--- config.mk ---
export PLATFORM = sky130hd
export DESIGN_NAME = rf_window_ctrl
export DESIGN_NICKNAME = d
export VERILOG_FILES = /design/src/rtl/rf_window_ctrl.sv
export SDC_FILE = /design/constraint.sdc
export NUM_CORES = 1
export LEC_CHECK = 0
export ABC_CLOCK_PERIOD_IN_PS = 3000
export CORE_MARGIN = 2
export CORE_UTILIZATION = 38
export DETAILED_ROUTE_END_ITERATION = 6
export HOLD_SLACK_MARGIN = 0.03
export PLACE_DENSITY = 0.65
export SYNTH_ARGS = -nofsm -noshare
export SYNTH_HDL_FRONTEND = slang
export SYNTH_SLANG_ARGS = --single-unit
--- constraint.sdc ---
create_clock -name clk -period 3 [get_ports clk]
set_input_delay 0.6 -clock clk [delete_from_list [all_inputs] [get_ports clk]]
set_output_delay 0.6 -clock clk [all_outputs]
set_load 0.05 [all_outputs]
--- src/rtl/rf_window_ctrl.sv ---
// Register-file window controller: tracks CWP/SWP and sequences window spills/fills to a memory stack.
// Optional RF_WIN_STATS_EN adds saturating spill_events/fill_events counters.
module rf_window_ctrl #(
  parameter int                NBITS      = 64,
  parameter int                N          = 3,
  parameter int                F          = 4,
  parameter int                ADDR_W     = 32,
  parameter logic [ADDR_W-1:0] STACK_BASE = 32'h0000_00FF,
  parameter int                CNT_W      = 8,
  localparam int               PW         = (F > 1) ? $clog2(F) : 1,
  localparam int               XW         = (N > 0) ? $clog2(2 * N) : 1
) (
  input  logic              clk,
  input  logic              rst,
  input  logic              call_req,
  input  logic              ret_req,
  output logic              op_ack,
  output logic              op_err,
  output logic              busy,
  output logic [PW-1:0]     cwp,
  output logic [PW-1:0]     swp,
  output logic              rf_spill,
  output logic              rf_fill,
  output logic [XW-1:0]     xfer_idx,
  output logic              mem_req,
  output logic              mem_we,
  output logic [ADDR_W-1:0] mem_addr,
`ifdef RF_WIN_STATS_EN
  output logic [15:0]       spill_events,
  output logic [15:0]       fill_events,
`endif
  input  logic              mem_ack
);

  localparam int OW = $clog2(F + 1);
  localparam logic [XW-1:0] XLAST = XW'(2 * N - 1);

  if (F < 2 || N < 1 || NBITS < 1) begin : g_bad_cfg
    $error("rf_window_ctrl: requires F >= 2, N >= 1, NBITS >= 1");
  end

  typedef enum logic [1:0] {IDLE, SPILL, FILL, ACK} state_t;

  state_t              state_q, state_d;
  logic [PW-1:0]       cwp_q, cwp_d, swp_q, swp_d;
  logic [OW-1:0]       occ_q, occ_d;
  logic [ADDR_W-1:0]   sp_q, sp_d;
  logic [CNT_W-1:0]    cnt_q, cnt_d;
  logic [XW-1:0]       xfer_q, xfer_d;
  logic                err_q, err_d;

  function automatic logic [PW-1:0] ptr_inc(input logic [PW-1:0] p);
    return (p == PW'(F - 1)) ? '0 : p + 1'b1;
  endfunction

  function automatic logic [PW-1:0] ptr_dec(input logic [PW-1:0] p);
    return (p == '0) ? PW'(F - 1) : p - 1'b1;
  endfunction

  // err_q also blocks sampling for one cycle so a rejected requester can drop its level.
  always_comb begin
    state_d = state_q;
    cwp_d   = cwp_q;
    swp_d   = swp_q;
    occ_d   = occ_q;
    sp_d    = sp_q;
    cnt_d   = cnt_q;
    xfer_d  = xfer_q;
    err_d   = 1'b0;
    unique case (state_q)
      IDLE: begin
        if (!err_q) begin
          if (call_req) begin
            if (occ_q < OW'(F)) begin
              cwp_d   = ptr_inc(cwp_q);
              occ_d   = occ_q + 1'b1;
              state_d = ACK;
            end else if (cnt_q != '1) begin
              xfer_d  = '0;
              state_d = SPILL;
            end else begin
              err_d = 1'b1;
            end
          end else if (ret_req) begin
            if (occ_q > OW'(1)) begin
              cwp_d   = ptr_dec(cwp_q);
              occ_d   = occ_q - 1'b1;
              state_d = ACK;
            end else if (cnt_q != '0) begin
              swp_d   = ptr_dec(swp_q);
              xfer_d  = XLAST;
              state_d = FILL;
            end else begin
              err_d = 1'b1;
            end
          end
        end
      end
      SPILL: begin
        if (mem_ack) begin
          sp_d = sp_q - 1'b1;
          if (xfer_q == XLAST) begin
            swp_d   = ptr_inc(swp_q);
            cwp_d   = ptr_inc(cwp_q);
            cnt_d   = cnt_q + 1'b1;
            xfer_d  = '0;
            state_d = ACK;
          end else begin
            xfer_d = xfer_q + 1'b1;
          end
        end
      end
      FILL: begin
        if (mem_ack) begin
          sp_d = sp_q + 1'b1;
          if (xfer_q == '0) begin
            cwp_d   = ptr_dec(cwp_q);
            cnt_d   = cnt_q - 1'b1;
            state_d = ACK;
          end else begin
            xfer_d = xfer_q - 1'b1;
          end
        end
      end
      ACK:     state_d = IDLE;
      default: state_d = IDLE;
    endcase
  end

  always_ff @(posedge clk) begin
    if (rst) begin
      state_q <= IDLE;
      cwp_q   <= '0;
      swp_q   <= '0;
      occ_q   <= OW'(1);
      sp_q    <= STACK_BASE;
      cnt_q   <= '0;
      xfer_q  <= '0;
      err_q   <= 1'b0;
    end else begin
      state_q <= state_d;
      cwp_q   <= cwp_d;
      swp_q   <= swp_d;
      occ_q   <= occ_d;
      sp_q    <= sp_d;
      cnt_q   <= cnt_d;
      xfer_q  <= xfer_d;
      err_q   <= err_d;
    end
  end

  always_comb begin
    op_ack   = (state_q == ACK);
    op_err   = err_q;
    busy     = (state_q == SPILL) || (state_q == FILL);
    cwp      = cwp_q;
    swp      = swp_q;
    rf_spill = (state_q == SPILL);
    rf_fill  = (state_q == FILL) && mem_ack;
    xfer_idx = xfer_q;
    mem_req  = busy;
    mem_we   = (state_q == SPILL);
    mem_addr = '0;
    if (state_q == SPILL)     mem_addr = sp_q;
    else if (state_q == FILL) mem_addr = sp_q + 1'b1;
  end

`ifdef RF_WIN_STATS_EN
  logic [15:0] spill_ev_q, spill_ev_d, fill_ev_q, fill_ev_d;

  always_comb begin
    spill_ev_d = spill_ev_q;
    fill_ev_d  = fill_ev_q;
    if (state_q == SPILL && mem_ack && xfer_q == XLAST && spill_ev_q != '1)
      spill_ev_d = spill_ev_q + 1'b1;
    if (state_q == FILL && mem_ack && xfer_q == '0 && fill_ev_q != '1)
      fill_ev_d = fill_ev_q + 1'b1;
  end

  always_ff @(posedge clk) begin
    if (rst) begin
      spill_ev_q <= '0;
      fill_ev_q  <= '0;
    end else begin
      spill_ev_q <= spill_ev_d;
      fill_ev_q  <= fill_ev_d;
    end
  end

  assign spill_events = spill_ev_q;
  assign fill_events  = fill_ev_q;
`endif

endmodule

==> metrics, run 1 <==
outcome=finished, final reports clean; period utilisation layout=0.9669; total leakage power=2.464 nW; max incr delay on CP=360 ps; mean post-synth cell area=7.220 um^2; Congestion Overflow GR=0; CTS Buf Count=5; CTS Hold Bufs=0; Die W=117.3 um; Port Buffer Count=50; worst-skew pair later-pin latency=320 ps; WHS=509.1 ps; total negative slack=0 ps; layout cell share with drive strength beyond 1=0.2067; Worst Min Path Start=cnt_q[7]; Inst Count DP=876; most used cell, CP=sky130_fd_sc_hd__buf_4; Yosys top cell area share=0.2174; ANT nets after route=0; overall die height=117.3 um; number of placement rows=41; register area share after synthesis=0.2174; commonest register cell after synthesis=sky130_fd_sc_hd__dfxtp_1; number of standard cells in the final layout excluding fillers=888; most repeated cell in the gate-level netlist after synthesis=sky130_fd_sc_hd__o21ai_0; all-layer global routing usage=0.2165; arrival time of the worst setup path=2300 ps; Detail Placement HPWL=10,850 um; highest achievable clock rate=0.3447 GHz; antenna violations before repair=0; Peak VDD IR=0.5777 mV; register clock-pin slew on the reported worst setup and hold paths=80 ps; remaining routing DRC violations=0; Crit. End Element=primary output; number of global-route vias before repair=5,109; Routed WL=15,420 um; type of the tightest min-delay check=reg2reg; total count of max-transition violations in the final report=0; Tightest Pin Transition=680.5 ps; count of different cell masters after synthesis=76; critical path buffer and inverter count=3; critical-path cell list=inv_1 -> ha_1 -> nand2b_1 -> buf_4 -> nor2_1 -> a32o_1 -> a31o_2 -> buf_4; global placer's final weighted congestion=0.8417; Initial Utilization=0.3884; CTS tree=built; pin count of the biggest net entering global routing=38; Syn Inst Count=676; wire length per cell after detailed routing=17.36 um; total die area=13,770 um^2; unrepaired setup endpoints after global routing=true; family with the most delay on the worst path=buffers and inverters; start-to-end type of the worst setup path=reg2out; count of yosys warnings during synthesis=0; overall power=0.004727 W; total power density per cell area=753.7 nW/um^2; first-pass iteration count of the detailed router=5; Worst setup startpoint=state_q[1]; setup violation total in the final timing report=0; Yosys reg bits=53; number of antenna repair diodes=0; first-pass GRT wire length=25,000 um; Layout Area Growth over Synthesis=28.51%; Ports=51; largest driver fanout on the critical path=14; violation count after the first detailed-routing iteration=577; cell area after synthesis=4881 um^2; largest area contributor in the netlist=sky130_fd_sc_hd__dfxtp_1; clock net sink count=53; via count=5,397; Net Count, Synth=706; async set or reset register ratio after synthesis=0; endpoint required time on the critical path=2400 ps; layout net count=745; max-cap viol count=0; worst reg2reg startpoint=sp_q[0]; mean number of vias per cell=6.078; headroom to the max-slew limit=0.5458; number of enable-type register cells in the synthesized netlist=0; crit start category=flip-flop; cell types with the largest area share after synthesis=sky130_fd_sc_hd__dfxtp_1, sky130_fd_sc_hd__ha_1, sky130_fd_sc_hd__o21ai_0; floorplan core area=12,570 um^2; Post-synth top cells=sky130_fd_sc_hd__o21ai_0, sky130_fd_sc_hd__nor2_1, sky130_fd_sc_hd__dfxtp_1, sky130_fd_sc_hd__clkbuf_1, sky130_fd_sc_hd__nand2_1; count of H-tree levels built during CTS=2; cell type of the slowest stage on the worst timing path=sky130_fd_sc_hd__dfxtp_1; Clock Skew=13.81 ps; hold violation count in the final report=0; final period demand of the worst path=2901 ps; cell at the root of the clock tree=sky130_fd_sc_hd__clkbuf_16; maximum clock path buffer count=2
==> path summary, 6_finish.rpt <==
| check | depth (start not counted) | endpoint | slack, ps |
|---|---|---|---|
| worst max-delay path | 8 | mem_addr[27] | 100 |
| worst min-delay path | 2 | cnt_q[7] | 510 |
| worst max register to register | 9 | sp_q[16] | 360 |
| worst min register to register | 2 | cnt_q[7] | 510 |
==> sequential cells by signal, indices dropped and copies added, names as in the netlist <==
signal and flops:
sp_q 32, swp 2, xfer_idx 3, op_err 1, cnt_q 8, cwp 2, state_q 2, occ_q 3
==> layer usage <==
metal	up-vias	GRT usage	routed length [um]
met5	-	0	0
met4	0	0.06702	306
met3	25	0.04183	966
met2	210	0.3761	7508
met1	2579	0.2703	6636
li1	2583	-	-
==> area by class of cell <==
class	instances	area, um^2
Fill cell	1176	6296
Multi-Input combinational cell	535	3606
Timing Repair Buffer	95	1137
Sequential cell	53	1066
Tap cell	172	215.2
Clock buffer	5	125.1
Inverter	25	93.84
Clock inverter	3	28.78
==> where the power goes <==
group	leakage (nW)	switching, W	total, W	internal, W
clock network	0.0763	0.000332	0.000654	0.000322
logic	1.96	0.00190	0.00311	0.00120
registers	0.430	0.000146	0.000966	0.000820
==> metrics by stage <==
stage                       util  instance area, um^2  setup WS, ps
after floorplan                -                 4982        -373.9
after detailed placement  0.4814                 6051         261.2
after global placement    0.4814                 6051         290.2
final                     0.4991                 6272         99.19
after global routing      0.4991                 6272        -29.23
after CTS                 0.4964                 6238         14.73
==> tightest hold or removal path, delay by kind of cell (launching register included) <==
family | cells | cell delay (ps)
AO/OA/AOI/OAI | 1 | 60
flip-flops | 1 | 340
AND/OR/NAND/NOR | 1 | 80
==> placed cells by master, fill, tap and decap left out, types with 5 or more instances in the layout <==
| master | count |
|---|---|
| sky130_fd_sc_hd__a21o_1 | 7 |
| sky130_fd_sc_hd__nor2b_1 | 12 |
| sky130_fd_sc_hd__o21ai_2 | 15 |
| sky130_fd_sc_hd__inv_1 | 25 |
| sky130_fd_sc_hd__and4_1 | 6 |
| sky130_fd_sc_hd__buf_4 | 48 |
| sky130_fd_sc_hd__and3_1 | 10 |
| sky130_fd_sc_hd__o21ai_0 | 41 |
| sky130_fd_sc_hd__nor3_1 | 22 |
| sky130_fd_sc_hd__mux2_2 | 9 |
| sky130_fd_sc_hd__nor2_1 | 57 |
| sky130_fd_sc_hd__o31ai_1 | 8 |
| sky130_fd_sc_hd__clkdlybuf4s50_1 | 14 |
| sky130_fd_sc_hd__ha_1 | 23 |
| sky130_fd_sc_hd__nand4_1 | 31 |
| sky130_fd_sc_hd__xor2_1 | 8 |
| sky130_fd_sc_hd__and2_1 | 7 |
| sky130_fd_sc_hd__buf_12 | 31 |
| sky130_fd_sc_hd__a21oi_1 | 39 |
| sky130_fd_sc_hd__nand3_1 | 30 |
| sky130_fd_sc_hd__or3_1 | 13 |
| sky130_fd_sc_hd__nor4_1 | 8 |
| sky130_fd_sc_hd__nand2_1 | 45 |
| sky130_fd_sc_hd__clkbuf_16 | 5 |
| sky130_fd_sc_hd__xnor2_1 | 7 |
| sky130_fd_sc_hd__mux2i_1 | 11 |
| sky130_fd_sc_hd__nand2b_1 | 6 |
| sky130_fd_sc_hd__or4_1 | 10 |
| sky130_fd_sc_hd__a31oi_1 | 14 |
| sky130_fd_sc_hd__o21ai_1 | 5 |
| sky130_fd_sc_hd__dfxtp_1 | 49 |
==> repair_timing <==
| item | in CTS | in global routing |
|---|---|---|
| pin swaps | 0 | 1 |
| hold endpoints to repair | 0 | 0 |
| resized for setup | 3 | 10 |
| buffers inserted | 3 | 1 |
| endpoints found under the setup margin | 7 | 23 |
==> cell families after synthesis <==
logic type,count (synthesis),share of synthesized area
AOI/OAI and AO/OA,182,0.2387
DFF,53,0.2174
buffers and inverters,88,0.07331
adders and majority gates,25,0.06562
xor gates and xnor gates,15,0.02692
and+or+nand+nor,289,0.3256
muxes,24,0.05255
No activity file was read; power rests on OpenSTA's default activity.
==> run 2, diff against run 1 <==
--- a/config.mk
+++ b/config.mk
@@ -11,6 +11,7 @@
 export DETAILED_ROUTE_END_ITERATION = 6
 export HOLD_SLACK_MARGIN = 0.03
 export PLACE_DENSITY = 0.65
+export SKIP_CTS_REPAIR_TIMING = 1
 export SYNTH_ARGS = -nofsm -noshare
 export SYNTH_HDL_FRONTEND = slang
 export SYNTH_SLANG_ARGS = --single-unit
==> metrics, run 2 (same netlist as run 1, synthesis figures left out) <==
largest register by flop count=sp_q; all-layer global routing usage=0.2158; via count=5,459; commonest cells after routing, fill and taps aside=sky130_fd_sc_hd__nor2_1, sky130_fd_sc_hd__buf_4, sky130_fd_sc_hd__dfxtp_1, sky130_fd_sc_hd__nand2_1, sky130_fd_sc_hd__o21ai_0; layout net count=748; antenna violations before repair=0; Routed WL=15,510 um; CTS tree=built; biggest regs=sp_q (32), cnt_q (8); hold violation count in the final report=0; type of the tightest min-delay check=reg2reg; Die W=117.3 um; maximum clock path buffer count=2; Layout Area Growth over Synthesis=29.02%; clock net sink count=53; unrepaired setup endpoints after global routing=true; Peak VDD IR=0.5805 mV; cell at the root of the clock tree=sky130_fd_sc_hd__clkbuf_16; largest driver fanout on the critical path=9; total leakage power=2.478 nW; pin count of the biggest net entering global routing=38; Detail Placement HPWL=10,850 um; period utilisation layout=0.9605; total die area=13,770 um^2; post-route standard cell area excluding fillers=6297 um^2; mean number of vias per cell=6.127; Clock Skew=16.11 ps; number of placement rows=41; Ports=51; Crit. End Element=primary output; number of antenna repair diodes=0; start-to-end type of the worst setup path=reg2out; Tightest Pin Transition=669.7 ps; arrival time of the worst setup path=2280 ps; remaining routing DRC violations=0; total power density per cell area=754.7 nW/um^2; headroom to the max-slew limit=0.5531; Cell Area, Placed=6051 um^2; first-pass iteration count of the detailed router=6; worst-skew pair later-pin latency=320 ps; final period demand of the worst path=2881 ps; most common cell after layout, fill and taps aside=sky130_fd_sc_hd__nor2_1; Initial Utilization=0.3884; endpoint required time on the critical path=2400 ps; CTS Buf Count=5; first-pass GRT wire length=24,920 um; global placer's final weighted congestion=0.8417; highest achievable clock rate=0.3470 GHz; floorplan core area=12,570 um^2; outcome=finished, final reports clean; layout cell share with drive strength beyond 1=0.2114; register clock-pin slew on the reported worst setup and hold paths=90 ps; number of fill cells=1,179; overall die height=117.3 um; number of flip-flops under the largest register name=32; setup violation total in the final timing report=0; WHS=507.6 ps; total count of max-transition violations in the final report=0; number of global-route vias before repair=5,067; Congestion Overflow GR=0; Port Buffer Count=50; max-cap viol count=0; count of H-tree levels built during CTS=2; wire length per cell after detailed routing=17.40 um; violation count after the first detailed-routing iteration=618; ANT nets after route=0; crit start category=flip-flop
## run 2: cell count changes in the layout (fill, tap and decap cells not counted)
cell | previous run | this run
sky130_fd_sc_hd__ha_1 | 23 | 22
sky130_fd_sc_hd__buf_4 | 48 | 51
sky130_fd_sc_hd__ha_2 | 0 | 1
## run 2: critical path, cell delays in order (launching register included)
cell	delay [ps]
sky130_fd_sc_hd__dfxtp_1	500
sky130_fd_sc_hd__nand3_1	230
sky130_fd_sc_hd__or2_2	400
sky130_fd_sc_hd__nor3_2	290
sky130_fd_sc_hd__nand2_1	100
sky130_fd_sc_hd__a31o_2	250
sky130_fd_sc_hd__buf_4	180
## run 2: worst paths after layout
check / start / end / slack, ps / cells after the start
max: sp_q[12] / mem_addr[27] / 120 / 6
min: cnt_q[7] / cnt_q[7] / 510 / 2
max reg2reg: sp_q[0] / sp_q[16] / 340 / 9
min reg2reg: cnt_q[7] / cnt_q[7] / 510 / 2
## run 2: where the power goes
| group | leakage, nW | switching [W] | internal (W) |
|---|---|---|---|
| clock network | 0.0763 | 0.000333 | 0.000322 |
| logic | 1.97 | 0.00191 | 0.00122 |
| registers | 0.430 | 0.000148 | 0.000820 |
## run 2: stage by stage
| step | instances | total power (W) | TNS, ps | utilization | setup WS (ps) |
|---|---|---|---|---|---|
| floorplan | 676 | 0.003008 | -2086 | - | -373.9 |
| global placement | 876 | 0.003921 | 0 | 0.4814 | 290.2 |
| detailed placement | 876 | 0.004018 | 0 | 0.4814 | 261.2 |
| CTS | 884 | 0.004683 | -186.8 | 0.4937 | -67.57 |
| global route | 891 | 0.005048 | -12.47 | 0.5010 | -12.47 |
| finish | 891 | 0.004752 | 0 | 0.5010 | 118.5 |
## run 2: final cells by class
type | instances | area [um^2] | area share
multi-input combinational | 535 | 3608 | 0.5730
timing repair buffer | 98 | 1160 | 0.1842
sequential | 53 | 1066 | 0.1693
tap | 172 | 215.2 | 0.03417
clock buffer | 5 | 125.1 | 0.01987
inverter | 25 | 93.84 | 0.01490
clock inverter | 3 | 28.78 | 0.004570
## run 2: metal layers
layer  track usage  part of all wire
met5             0                 0
met4       0.06175             0.015
met3       0.04232             0.066
met2        0.3746              0.49
met1        0.2712              0.43
